## src/rtl/cmd_exec_ctrl.sv

```systemverilog
// cmd_exec_ctrl
//   Pops decoded commands from the command FIFO and runs one memory access per
//   command over a req/ack bus. Each command gets a status byte in the TX byte
//   FIFO. A successful read also gets the read byte. Only one access is ever
//   outstanding.
//
// Ports
//   clk, rst            : single clock; synchronous active-high reset
//   cmd_fifo_*          : command FIFO pop side (empty, rd_en, valid, rd_data)
//   mem_req/we/addr/wdata/rdata/ack : memory access bus, req held until ack/timeout
//   tx_fifo_full/wr_en/wr_data      : TX byte FIFO push side
//   busy                : state is not IDLE
//   err_count           : NAKs issued, saturating at 255

package cmd_exec_pkg;
    localparam int CMD_ADDR_W = 16;

    typedef struct packed {
        logic [7:0]            opcode;
        logic [CMD_ADDR_W-1:0] addr;
        logic [7:0]            data;
    } cmd_packet_t;

    localparam logic [7:0] OP_WRITE = 8'h57;
    localparam logic [7:0] OP_READ  = 8'h52;
    localparam logic [7:0] RSP_ACK  = 8'h06;
    localparam logic [7:0] RSP_NAK  = 8'h15;
endpackage

module cmd_exec_ctrl
    import cmd_exec_pkg::*;
#(
    parameter int ADDR_W  = 16,
    parameter int TIMEOUT = 255
) (
    input  logic              clk,
    input  logic              rst,
    input  logic              cmd_fifo_empty,
    output logic              cmd_fifo_rd_en,
    input  logic              cmd_fifo_valid,
    input  cmd_packet_t       cmd_fifo_rd_data,
    output logic              mem_req,
    output logic              mem_we,
    output logic [ADDR_W-1:0] mem_addr,
    output logic [7:0]        mem_wdata,
    input  logic [7:0]        mem_rdata,
    input  logic              mem_ack,
    input  logic              tx_fifo_full,
    output logic              tx_fifo_wr_en,
    output logic [7:0]        tx_fifo_wr_data,
    output logic              busy,
    output logic [7:0]        err_count
);

    typedef enum logic [2:0] {
        S_IDLE,
        S_WAIT_CMD,
        S_DECODE,
        S_MEM,
        S_RESP0,
        S_RESP1
    } state_t;

    // The counter reaches TIMEOUT-1 on the TIMEOUT-th request cycle.
    localparam logic [7:0] TMO_LAST = 8'(TIMEOUT - 1);

    state_t            state;
    logic [7:0]        opcode_q;
    logic [ADDR_W-1:0] addr_q;
    logic [7:0]        data_q;
    logic [7:0]        status_q;
    logic [7:0]        rdata_q;
    logic [7:0]        tmo_cnt;

    // The pop request is gated by rst so that it stays low for the whole
    // reset period, even though the state is already IDLE by then.
    assign cmd_fifo_rd_en  = !rst && (state == S_IDLE) && !cmd_fifo_empty;
    assign tx_fifo_wr_en   = ((state == S_RESP0) || (state == S_RESP1)) && !tx_fifo_full;
    assign tx_fifo_wr_data = (state == S_RESP1) ? rdata_q : status_q;

    // The bus fields come straight from the command latches. The latches only
    // change in WAIT_CMD, so the fields are stable for the whole MEM state.
    assign mem_we    = (opcode_q == OP_WRITE);
    assign mem_addr  = addr_q;
    assign mem_wdata = data_q;

    // NOTE: every register here, including the command latches and the read
    // byte, is cleared by the synchronous reset. After reset all outputs are
    // 0, and a dropped command leaves no trace.
    always_ff @(posedge clk) begin
        if (rst) begin
            state     <= S_IDLE;
            mem_req   <= 1'b0;
            busy      <= 1'b0;
            err_count <= '0;
            opcode_q  <= '0;
            addr_q    <= '0;
            data_q    <= '0;
            status_q  <= '0;
            rdata_q   <= '0;
            tmo_cnt   <= '0;
        end else begin
            // NOTE: non-blocking assignments throughout. Every branch below
            // reads the values from before this edge.
            case (state)
                S_IDLE: begin
                    if (!cmd_fifo_empty) begin
                        state <= S_WAIT_CMD;
                        busy  <= 1'b1;
                    end
                end

                S_WAIT_CMD: begin
                    if (cmd_fifo_valid) begin
                        opcode_q <= cmd_fifo_rd_data.opcode;
                        addr_q   <= cmd_fifo_rd_data.addr[ADDR_W-1:0];
                        data_q   <= cmd_fifo_rd_data.data;
                        state    <= S_DECODE;
                    end
                end

                S_DECODE: begin
                    if ((opcode_q == OP_WRITE) || (opcode_q == OP_READ)) begin
                        tmo_cnt <= '0;
                        mem_req <= 1'b1;
                        state   <= S_MEM;
                    end else begin
                        status_q <= RSP_NAK;
                        if (err_count != 8'hFF) err_count <= err_count + 8'd1;
                        state    <= S_RESP0;
                    end
                end

                S_MEM: begin
                    // The ack is tested first, so an ack in the limit cycle wins.
                    if (mem_ack) begin
                        rdata_q  <= mem_rdata;
                        status_q <= RSP_ACK;
                        mem_req  <= 1'b0;
                        state    <= S_RESP0;
                    end else if (tmo_cnt == TMO_LAST) begin
                        status_q <= RSP_NAK;
                        if (err_count != 8'hFF) err_count <= err_count + 8'd1;
                        mem_req  <= 1'b0;
                        state    <= S_RESP0;
                    end else begin
                        tmo_cnt <= tmo_cnt + 8'd1;
                    end
                end

                S_RESP0: begin
                    if (!tx_fifo_full) begin
                        if ((opcode_q == OP_READ) && (status_q == RSP_ACK)) begin
                            state <= S_RESP1;
                        end else begin
                            state <= S_IDLE;
                            busy  <= 1'b0;
                        end
                    end
                end

                S_RESP1: begin
                    if (!tx_fifo_full) begin
                        state <= S_IDLE;
                        busy  <= 1'b0;
                    end
                end

                default: begin
                    state   <= S_IDLE;
                    busy    <= 1'b0;
                    mem_req <= 1'b0;
                end
            endcase
        end
    end

endmodule

```

## config.mk

```make
export PLATFORM = sky130hd
export DESIGN_NAME = cmd_exec_ctrl
export DESIGN_NICKNAME = d
export VERILOG_FILES = /design/src/rtl/cmd_exec_ctrl.sv
export SDC_FILE = /design/constraint.sdc
export NUM_CORES = 1
export LEC_CHECK = 0
export CAP_MARGIN = 25
export CORE_MARGIN = 2
export CORE_UTILIZATION = 42
export CTS_CLUSTER_DIAMETER = 150
export DETAILED_ROUTE_END_ITERATION = 10
export PLACE_DENSITY = 0.73
export SLEW_MARGIN = 20
export SYNTH_ARGS = -nofsm -noshare
export SYNTH_HDL_FRONTEND = slang
export SYNTH_SLANG_ARGS = --single-unit
```

## constraint.sdc

```tcl
create_clock -name clk -period 1.8 [get_ports clk]
set_input_delay 0.45 -clock clk [delete_from_list [all_inputs] [get_ports clk]]
set_output_delay 0.45 -clock clk [all_outputs]
set_load 0.02 [all_outputs]
```

==> tab_implementation.tex <==
\begin{tabular}{lr}
\hline
Metric & Value \\
\hline
\multicolumn{2}{l}{\textbf{Run status}} \\
Violated checks & negative setup slack \\
Result of the run & finished, violations left \\
\multicolumn{2}{l}{\textbf{Yosys}} \\
Largest cells by area after synthesis & dfxtp\_1 (43\%), nand2\_1 (13\%), a21oi\_1 (7.9\%) \\
Commonest cells post-synth & nand2\_1 (100), dfxtp\_1 (64), a21oi\_1 (47) \\
Netlist area before placement & 2980 sq um \\
Seq cells post-synth & 64 \\
Number of warnings printed during yosys synthesis & 0 \\
Average cell area after synthesis & 8.15 sq um \\
Area share of the largest cell type after synthesis & 43.0\% \\
Syn Inst Count & 366 \\
Number of distinct standard cells referenced by the synthesized netlist & 57 \\
Fraction of synthesis flops using an asynchronous set or reset pin & 0\% \\
Fraction of the yosys area taken by sequential cells & 43.0\% \\
Library cell occupying the most area in the post-synthesis netlist & dfxtp\_1 \\
Mapped Nets & 415 \\
Post-synth EDFFs & 0 \\
Most common cell in the netlist & nand2\_1 \\
Prevailing post-synth register cell & dfxtp\_1 \\
\multicolumn{2}{l}{\textbf{STA}} \\
Crit path setup slack, layout & -0.0400 ns \\
Final Hold Vio Count & 0 \\
Measured slew at the worst slew-check pin & 0.653 ns \\
Period utilization & 102\% \\
Upper clock frequency limit & 543 MHz \\
Fin. max-slew vios & 0 \\
Final setup skew & 0.00667 ns \\
Rel. slew slack & 56.5\% \\
Total of endpoints with negative setup slack in the final report & 8 \\
Setup repair after global routing missed its margin & true \\
Post-layout min period & 1.84 ns \\
\multicolumn{2}{l}{\textbf{Worst hold path}} \\
Path category of the worst min-delay check & register to register \\
Cells on Worst Hold Path & 2 \\
\multicolumn{2}{l}{\textbf{Setup path}} \\
Worst reg2reg path depth & 5 \\
Arrival time reported for the critical path endpoint & 2.07 ns \\
Type of destination of the critical path & register \\
Worst Setup Path Type & register to register \\
Max FO, Critical Path & 4 \\
Count of buffer and inverter cells on the critical path & 1 \\
Cell chain of the critical path & nand4bb\_1 > buf\_4 > o41ai\_2 > nor2\_1 > o211a\_1 \\
CP top delay family & compound AO/OA/AOI/OAI gates \\
Startpoint class of the critical path & register \\
Crit path depth & 5 \\
Critical-path top delay cell & o41ai\_2 \\
Crit path required time & 2.03 ns \\
Stage delay of the slowest cell on the critical path & 0.59 ns \\
\multicolumn{2}{l}{\textbf{Routing}} \\
Total Routed Length & 8480 um \\
Count of unresolved DRC violations after routing & 0 \\
Remaining antenna violation count & 0 \\
Detailed router's first-iteration violation count & 167 \\
Number of vias after detailed routing & 3087 \\
Final routed wire length divided by cell count & 14.0 um \\
Router iterations before antenna repair & 5 \\
Vias per std cell & 5.11 \\
\multicolumn{2}{l}{\textbf{Power and ir drop}} \\
Static leakage & 1.94 nW \\
VDD IR max & 555 uV \\
Power density over the cells & 877 nW/um\^{}2 \\
Overall Power & 0.00421 W \\
\multicolumn{2}{l}{\textbf{Clock network}} \\
Clock root buffer master & clkbuf\_8 \\
Clock Path Buffers & 2 \\
Reg clk slew, reported paths & 0.07 ns \\
Total clock buffers created by CTS & 9 \\
Hold-fix buffer count after cts & 0 \\
Clock sink count & 64 \\
Latest clock arrival within the worst-skew pair & 0.34 ns \\
CTS H-tree lvls & 3 \\
CTS tree & yes \\
\multicolumn{2}{l}{\textbf{Global routing}} \\
Maximum number of pins on one net before global-route repair & 60 \\
Total routing usage reported by global routing & 21.3\% \\
Global-route wire length before repair & 13000 um \\
GR Overflow Total & 0 \\
Vias in the first global route & 2953 \\
Antenna violations before repair & 0 \\
\multicolumn{2}{l}{\textbf{Cells and area}} \\
Non-filler instance count after layout & 604 \\
Net count reported at finish & 552 \\
Layout cell share with drive strength beyond 1 & 26.2\% \\
Antenna diodes & 0 \\
Final core area utilization & 70.3\% \\
Area added between synthesis and finish & 61.2\% \\
\multicolumn{2}{l}{\textbf{Floorplan}} \\
Die Footprint & 7790 sq um \\
Core Footprint & 6830 sq um \\
Starting density of the core & 43.6\% \\
Height of the chip & 88.3 um \\
Standard-cell row count & 30 \\
Die X & 88.3 um \\
IO Pins & 91 \\
\multicolumn{2}{l}{\textbf{Place}} \\
Port bufs & 90 \\
DP HPWL & 5460 um \\
Final weighted congestion of routability-driven global placement & 0.814 \\
Placed cell count & 572 \\
Worst slack at placement & -0.426 ns \\
\multicolumn{2}{l}{\textbf{Flow run}} \\
Number of maximum-capacitance constraint violations & 0 \\
\hline
\end{tabular}
[cells in the final DEF (no fill, tap or decap), types with 3 or more instances in the layout]
cell type and n:
nor3_2 3, dfxtp_2 5, dlygate4sd2_1 6, and3_1 3, dlymetal6s2s_1 7, nor4_4 6
nand2_1 100, clkbuf_8 9, nor2_1 10, nor2_2 3, buf_2 6, nand2b_1 10
dfxtp_1 59, buf_12 4, nor3_1 3, clkinv_2 3, buf_6 8, nand3_1 5
clkdlybuf4s50_1 65, mux2_4 6, mux2i_1 8, buf_4 52, nor2b_1 6, nand4_1 6
o21ai_0 3, and2_1 6, a21oi_1 47
[state kept, by name (all words and copies together), names as in the netlist, 3 cells and up]
name,flops
err_count,8
mem_addr,16
mem_wdata,8
opcode_q,8
rdata_q,8
state,3
status_q,3
tmo_cnt,8
[report_power, final]
part / switching (W) / internal, W
clock: 0.000559 / 0.000632
sequential: 0.0000897 / 0.00155
combinational: 0.000696 / 0.000686
[area by class of cell]
class	count	area [sq um]
clock buffers	10	128
clock inverters	6	60.1
fillers	536	2030
inverters	5	18.8
multi-input cells	275	1810
flip-flops and latches	64	1290
well taps	96	120
repair buffers	148	1380
[worst paths after layout]
path,endpoint,startpoint,slack [ns]
setup / recovery,status_q[0]$_SDFFE_PP0P_,opcode_q[3]$_SDFFE_PP0P_,-0.04
hold / removal,mem_wdata[5]$_SDFFE_PP0P_,mem_wdata[5]$_SDFFE_PP0P_,0.45
setup reg to reg,status_q[0]$_SDFFE_PP0P_,opcode_q[3]$_SDFFE_PP0P_,-0.04
hold reg to reg,mem_wdata[5]$_SDFFE_PP0P_,mem_wdata[5]$_SDFFE_PP0P_,0.45
[per-stage QoR]
step / area, sq um / hold slack (ns) / setup TNS (ns)
finish: 4810 / 0.453 / -0.154
global route: 4810 / 0.479 / -1.07
CTS: 4480 / 0.456 / -0.491
detailed placement: 4260 / 0.445 / -9.04
global placement: 4260 / 0.440 / -8.61
floorplan: 2990 / 0.432 / 0
[worst reg2reg max path: cells and delay by family (launching register included)]
kind | cells | cell delay, ns
AO/OA/AOI/OAI | 2 | 0.85
buffers and inverters | 1 | 0.18
flip-flops | 1 | 0.31
AND/OR/NAND/NOR | 2 | 0.39
[per-layer routing]
layer | vias up | GRT usage [%] | share of wire (%)
met2 | 95 | 37.7 | 52
met4 | 0 | 6.06 | 0.71
li1 | 1553 | - | -
met3 | 8 | 7.00 | 4.6
met1 | 1431 | 24.6 | 42
met5 | - | 0 | 0
[logic make-up after synthesis]
| logic type | after synthesis | share of synthesized area [%] |
|---|---|---|
| AOI/OAI and AO/OA | 72 | 15.6 |
| xor gates and xnor gates | 2 | 0.839 |
| adders and majority gates | 3 | 1.26 |
| buffers and inverters | 28 | 4.07 |
| DFF | 64 | 43.0 |
| muxes | 15 | 5.33 |
| and+or+nand+nor | 182 | 30.0 |
[repair_timing]
| item | 4_1_cts | 5_1_grt |
|---|---|---|
| pin swaps | 2 | 15 |
| buffers inserted | 4 | 11 |
| endpoints found under the setup margin | 35 | 36 |
| cloned | 0 | 1 |
| gates resized for setup | 69 | 52 |
No activity file was read; power rests on OpenSTA's default activity.
